`src/rtl/rst_release_seq.sv`:
```
// Reset release sequencer: releases a bank of stage resets in ascending order.
// Each release waits for the previous stage's done plus a settle gap; a silent stage trips a sticky timeout.
module rst_release_seq #(
  parameter int unsigned NUM_STAGES     = 4,
  parameter int unsigned HOLD_CYCLES    = 16,
  parameter int unsigned GAP_CYCLES     = 8,
  parameter int unsigned TIMEOUT_CYCLES = 255,
  parameter int unsigned SW             = $clog2(NUM_STAGES)
) (
  input  logic                  clk,
  input  logic                  rst,
  input  logic                  sw_rst_req,
  input  logic [NUM_STAGES-1:0] stage_done,
  output logic [NUM_STAGES-1:0] stage_rst_out,
  output logic                  all_ready,
  output logic                  timeout_err,
  output logic [SW-1:0]         err_stage
);

  localparam int unsigned CNT_MAX_HG = (HOLD_CYCLES > GAP_CYCLES) ? HOLD_CYCLES : GAP_CYCLES;
  localparam int unsigned CNT_MAX    = (CNT_MAX_HG > TIMEOUT_CYCLES) ? CNT_MAX_HG : TIMEOUT_CYCLES;
  localparam int unsigned CW         = $clog2(CNT_MAX + 1);
  localparam int unsigned HOLD_LAST  = HOLD_CYCLES - 1;
  localparam int unsigned GAP_LAST   = (GAP_CYCLES == 0) ? 0 : GAP_CYCLES - 1;
  localparam int unsigned TO_LAST    = TIMEOUT_CYCLES - 1;
  localparam int unsigned LAST_STAGE = NUM_STAGES - 1;

  typedef enum logic [2:0] {
    S_ASSERT,
    S_WAIT,
    S_GAP,
    S_READY,
    S_ERROR
  } state_t;

  state_t        state;
  logic [CW-1:0] cnt;
  logic [SW-1:0] k;
  logic [SW-1:0] k_nxt;

  assign k_nxt = k + SW'(1);

  // Sequencer; rst and sw_rst_req both restart from ASSERT, rst taking precedence.
  always_ff @(posedge clk) begin
    if (rst || sw_rst_req) begin
      state         <= S_ASSERT;
      cnt           <= '0;
      k             <= '0;
      stage_rst_out <= '1;
      all_ready     <= 1'b0;
      timeout_err   <= 1'b0;
      err_stage     <= '0;
    end else begin
      case (state)
        S_ASSERT: begin
          if (cnt == CW'(HOLD_LAST)) begin
            stage_rst_out[0] <= 1'b0;
            k                <= '0;
            cnt              <= '0;
            state            <= S_WAIT;
          end else begin
            cnt <= cnt + CW'(1);
          end
        end

        // Done is checked before the timeout so a late done on the final edge still counts.
        S_WAIT: begin
          if (stage_done[k]) begin
            cnt <= '0;
            if (k == SW'(LAST_STAGE)) begin
              all_ready <= 1'b1;
              state     <= S_READY;
            end else if (GAP_CYCLES == 0) begin
              stage_rst_out[k_nxt] <= 1'b0;
              k                    <= k_nxt;
            end else begin
              state <= S_GAP;
            end
          end else if (cnt == CW'(TO_LAST)) begin
            stage_rst_out <= '1;
            all_ready     <= 1'b0;
            timeout_err   <= 1'b1;
            err_stage     <= k;
            cnt           <= '0;
            state         <= S_ERROR;
          end else begin
            cnt <= cnt + CW'(1);
          end
        end

        S_GAP: begin
          if (cnt == CW'(GAP_LAST)) begin
            stage_rst_out[k_nxt] <= 1'b0;
            k                    <= k_nxt;
            cnt                  <= '0;
            state                <= S_WAIT;
          end else begin
            cnt <= cnt + CW'(1);
          end
        end

        default: begin
          cnt <= '0;
        end
      endcase
    end
  end

endmodule
```
`config.mk`:
```
export PLATFORM = sky130hd
export DESIGN_NAME = rst_release_seq
export DESIGN_NICKNAME = d
export VERILOG_FILES = /design/src/rtl/rst_release_seq.sv
export SDC_FILE = /design/constraint.sdc
export NUM_CORES = 1
export LEC_CHECK = 0
export ABC_AREA = 1
export BUFFER_PORTS_ARGS = -buffer_cell sky130_fd_sc_hd__buf_2
export CORE_MARGIN = 2
export CORE_UTILIZATION = 55
export CTS_CLUSTER_SIZE = 14
export DETAILED_ROUTE_END_ITERATION = 12
export GPL_ROUTABILITY_DRIVEN = 0
export GPL_TIMING_DRIVEN = 0
export PLACE_DENSITY_LB_ADDON = 0.05
export REMOVE_ABC_BUFFERS = 1
export SETUP_SLACK_MARGIN = 0.3
export SYNTH_ARGS = -nofsm -noshare
export SYNTH_HDL_FRONTEND = slang
export SYNTH_SLANG_ARGS = --single-unit
export TNS_END_PERCENT = 5
```
`constraint.sdc`:
```
create_clock -name clk -period 1.52 [get_ports clk]
set_input_delay 0.076 -clock clk [delete_from_list [all_inputs] [get_ports clk]]
set_output_delay 0.076 -clock clk [all_outputs]
set_load 0.02 [all_outputs]
```
==> parameters.txt <==
Parameter                              Value

Layout
  Fraction of layout cells with a size suffix above 1    28.7%
  Synthesis-to-layout area growth    18.2%
  Number of diodes    0
  Net count of the finished layout    181
  Number of filler cells placed in the layout    174
  Layout Utilization    67.6%

Floorplan
  Starting Density    57.2%
  Overall die width    48.7 µm
  Core Box Area    1920 µm²
  Row count    16
  Total I/O pin count    15
  Total die area    2370 µm²
  Die Span Y    48.7 µm

Clocking
  TritonCTS Buffers    3
  H-tree depth    1
  Clock latency on the worst-skew pair    0.29 ns
  CTS clk-pin slew, worst paths    0.11 ns
  CTS Root Buffer Type    sky130_fd_sc_hd__clkbuf_4
  CTS Buffer Depth    2
  Clock tree from TritonCTS    yes
  Clock sinks    21

Yosys
  Post-Syn Instances    147
  Mux contribution to synthesized area    0%
  Area of the mapped netlist    1100 µm²
  Most frequent cell after synthesis    sky130_fd_sc_hd__nand2_1
  Share of the synthesized netlist area taken by xor and xnor gates    3.99%
  Count of yosys warnings during synthesis    0
  Count of cell types in the netlist    24
  Total of flip-flops plus latches after synthesis    21
  Number of flops mapped to enable cells by yosys    0
  Most used standard cells in the synthesized netlist    sky130_fd_sc_hd__nand2_1, sky130_fd_sc_hd__nor2_1, sky130_fd_sc_hd__dfxtp_1
  Average cell area after synthesis    7.47 µm²
  Prevailing post-synth register cell    sky130_fd_sc_hd__dfxtp_1
  Adder and majority gate portion of the synthesized area    6.83%
  Fraction of the mapped netlist area in compound gates    11.2%
  Synth async-reset ratio    0%
  Cell type contributing the most total cell area after synthesis    sky130_fd_sc_hd__dfxtp_1
  Share of Yosys cell area claimed by the top area cell type    38.3%
  Share of the yosys chip area belonging to registers    38.3%
  Combinational family with the most area after synthesis    simple AND/OR/NAND/NOR gates
  Dominant cells by area after synthesis    sky130_fd_sc_hd__dfxtp_1, sky130_fd_sc_hd__nand2_1, sky130_fd_sc_hd__nor2_1
  Simple-gate area share of the yosys netlist    34.3%

Timing
  Largest clock skew in the final design    0.00431 ns
  Final critical-path share of the clock period    92.5%
  Achievable Freq    711 MHz
  Aggregate negative setup slack    0 ns
  Final worst slack    0.114 ns
  Total count of hold-check failures in the final report    0
  Worst rel slew slack    71.1%
  Pins over their slew limit    0
  Worst hold slack    0.0954 ns
  Final critical delay including setup and external delays    1.41 ns
  Unrepaired setup endpoints after global routing    yes
  Final setup violating endpoints    0
  Slew @ Worst Pin    0.432 ns

Route
  WL per Instance    10.7 µm
  Number of iterations in the first detailed-routing pass    4
  Detail Route Antenna Nets    0
  Detailed router's first-iteration violation count    16
  DRC violations left    0
  DR vias/cell    4.89
  Routed vias    949
  Final wirelength    2080 µm

Placed design
  Buffers on Ports    14
  Worst setup slack before clock tree synthesis    -0.0846 ns
  Placed wire-length estimate    1620 µm

Global route
  Global-route total usage across every layer    19.6%
  Gr ovfl total    0
  Met3 global-route usage    4.32%
  Routing layer with the top usage in global route    met2
  Met2 global-route usage    37.4%
  Pin count of the biggest net entering global routing    12
  M1 GR Usage    20.9%
  First-pass GRT wire length    3630 µm
  Number of antenna violations at the first check in global routing    0
  Number of global-route vias before repair    913

Status
  Run status    completed

Pwr
  Total power density per cell area    654 nW/µm²
  Worst vdd ir    0.000660 V
  Overall power    850 µW
  Leakage power summed over all cells    0.000500 µW

Setup path
  Crit. End Element    register
  Data arrival time at the worst-slack endpoint    1.58 ns
  Startpoint Class    register
  Max FO, Critical Path    3
  CP Class    reg -> reg
  Required @ worst endpoint    1.69 ns

Hold path
  Worst hold path class    in -> reg

Run
  Max-capacitance violation count    0
[state kept, by name, indices dropped and copies added (netlist names)]
| signal | flops |
|---|---|
| all_ready | 1 |
| cnt | 8 |
| err_stage | 2 |
| k | 2 |
| stage_rst_out | 4 |
| state | 3 |
| timeout_err | 1 |
[final timing paths]
check,to,slack [ns],from,cells past startpoint
worst min-delay path,stage_rst_out[0]$_SDFFE_PP1P_,0.1,rst,3
worst max-delay path,stage_rst_out[0]$_SDFFE_PP1P_,0.11,cnt[0]$_SDFF_PP0_,9
worst max register to register,stage_rst_out[0]$_SDFFE_PP1P_,0.11,cnt[0]$_SDFF_PP0_,9
worst min register to register,stage_rst_out[2]$_SDFFE_PP1P_,0.45,stage_rst_out[2]$_SDFFE_PP1P_,2
[cells by family after synthesis]
kind of cell	count (synthesis)
AND/OR/NAND/NOR	81
flip-flops	21
AO/OA/AOI/OAI	18
buffers and inverters	16
adder cells (fa/ha/maj)	6
XOR/XNOR	5
[critical path, cell delays in order, from the launching register on]
cell	delay, ns
sky130_fd_sc_hd__dfxtp_4	0.37
sky130_fd_sc_hd__inv_1	0.06
sky130_fd_sc_hd__ha_2	0.16
sky130_fd_sc_hd__nand2_2	0.05
sky130_fd_sc_hd__nor2_2	0.10
sky130_fd_sc_hd__nand2_2	0.11
sky130_fd_sc_hd__nand2_4	0.11
sky130_fd_sc_hd__nand2_2	0.08
sky130_fd_sc_hd__o21ai_1	0.14
sky130_fd_sc_hd__nand3_1	0.09
[layer usage]
metal  wire, µm  vias to the layer above
met4         33                        0
met5          0                        -
met1        922                      414
met2       1040                       20
li1           -                      509
met3         80                        6
[area by class of cell]
type | instances | area [µm²] | area share (%)
multi-input cells | 110 | 664 | 51.2
flip-flops and latches | 21 | 429 | 33.0
repair buffers | 16 | 85.1 | 6.55
inverters | 16 | 60.1 | 4.62
well taps | 27 | 33.8 | 2.60
clock buffers | 4 | 26.3 | 2.02
[power breakdown]
group          internal [µW]  switching, µW  total [µW]
Clock                    102            156         258
Combinational           16.5           21.2        37.7
Sequential               551           3.47         554
Total                    669            181         850
[placed cells by master (no fill, tap or decap)]
cell type	count
sky130_fd_sc_hd__nand2_1	32
sky130_fd_sc_hd__nor2_1	26
sky130_fd_sc_hd__dfxtp_1	18
sky130_fd_sc_hd__buf_2	14
sky130_fd_sc_hd__inv_1	13
sky130_fd_sc_hd__nand3_1	5
sky130_fd_sc_hd__nor2_4	4
sky130_fd_sc_hd__nand2_2	4
sky130_fd_sc_hd__a21oi_1	4
sky130_fd_sc_hd__xor2_1	4
sky130_fd_sc_hd__ha_1	4
sky130_fd_sc_hd__inv_2	3
sky130_fd_sc_hd__nor2_2	3
sky130_fd_sc_hd__o21ai_0	3
sky130_fd_sc_hd__clkbuf_4	3
sky130_fd_sc_hd__o21ai_2	2
sky130_fd_sc_hd__nand3_2	2
sky130_fd_sc_hd__a211oi_1	2
sky130_fd_sc_hd__o21ai_1	2
sky130_fd_sc_hd__nor3_2	2
sky130_fd_sc_hd__dfxtp_4	2
sky130_fd_sc_hd__buf_4	2
sky130_fd_sc_hd__nor3_4	1
sky130_fd_sc_hd__nand2_4	1
sky130_fd_sc_hd__o21bai_4	1
sky130_fd_sc_hd__a21oi_2	1
sky130_fd_sc_hd__o21bai_1	1
sky130_fd_sc_hd__o31ai_1	1
sky130_fd_sc_hd__a31oi_1	1
sky130_fd_sc_hd__xnor2_1	1
sky130_fd_sc_hd__nor3_1	1
sky130_fd_sc_hd__ha_2	1
sky130_fd_sc_hd__ha_4	1
sky130_fd_sc_hd__clkbuf_1	1
sky130_fd_sc_hd__dfxtp_2	1
[what timing repair did]
action / 4_1_cts / 5_1_grt
hold buffers: 0 / 0
resized for setup: 14 / 4
cloned: 0 / 0
pin swaps: 5 / 7
setup endpoints to repair: 21 / 21
setup buffers: 2 / 0
[per-stage QoR]
| step | instances | cell area (µm²) |
|---|---|---|
| 5_1_grt | 194 | 1300 |
| 3_5_place_dp | 188 | 1200 |
| 6_report | 194 | 1300 |
| 4_1_cts | 194 | 1290 |
| 3_3_place_gp | 188 | 1200 |
| 2_1_floorplan | 147 | 1100 |
Power figures use the tool's default switching activity.
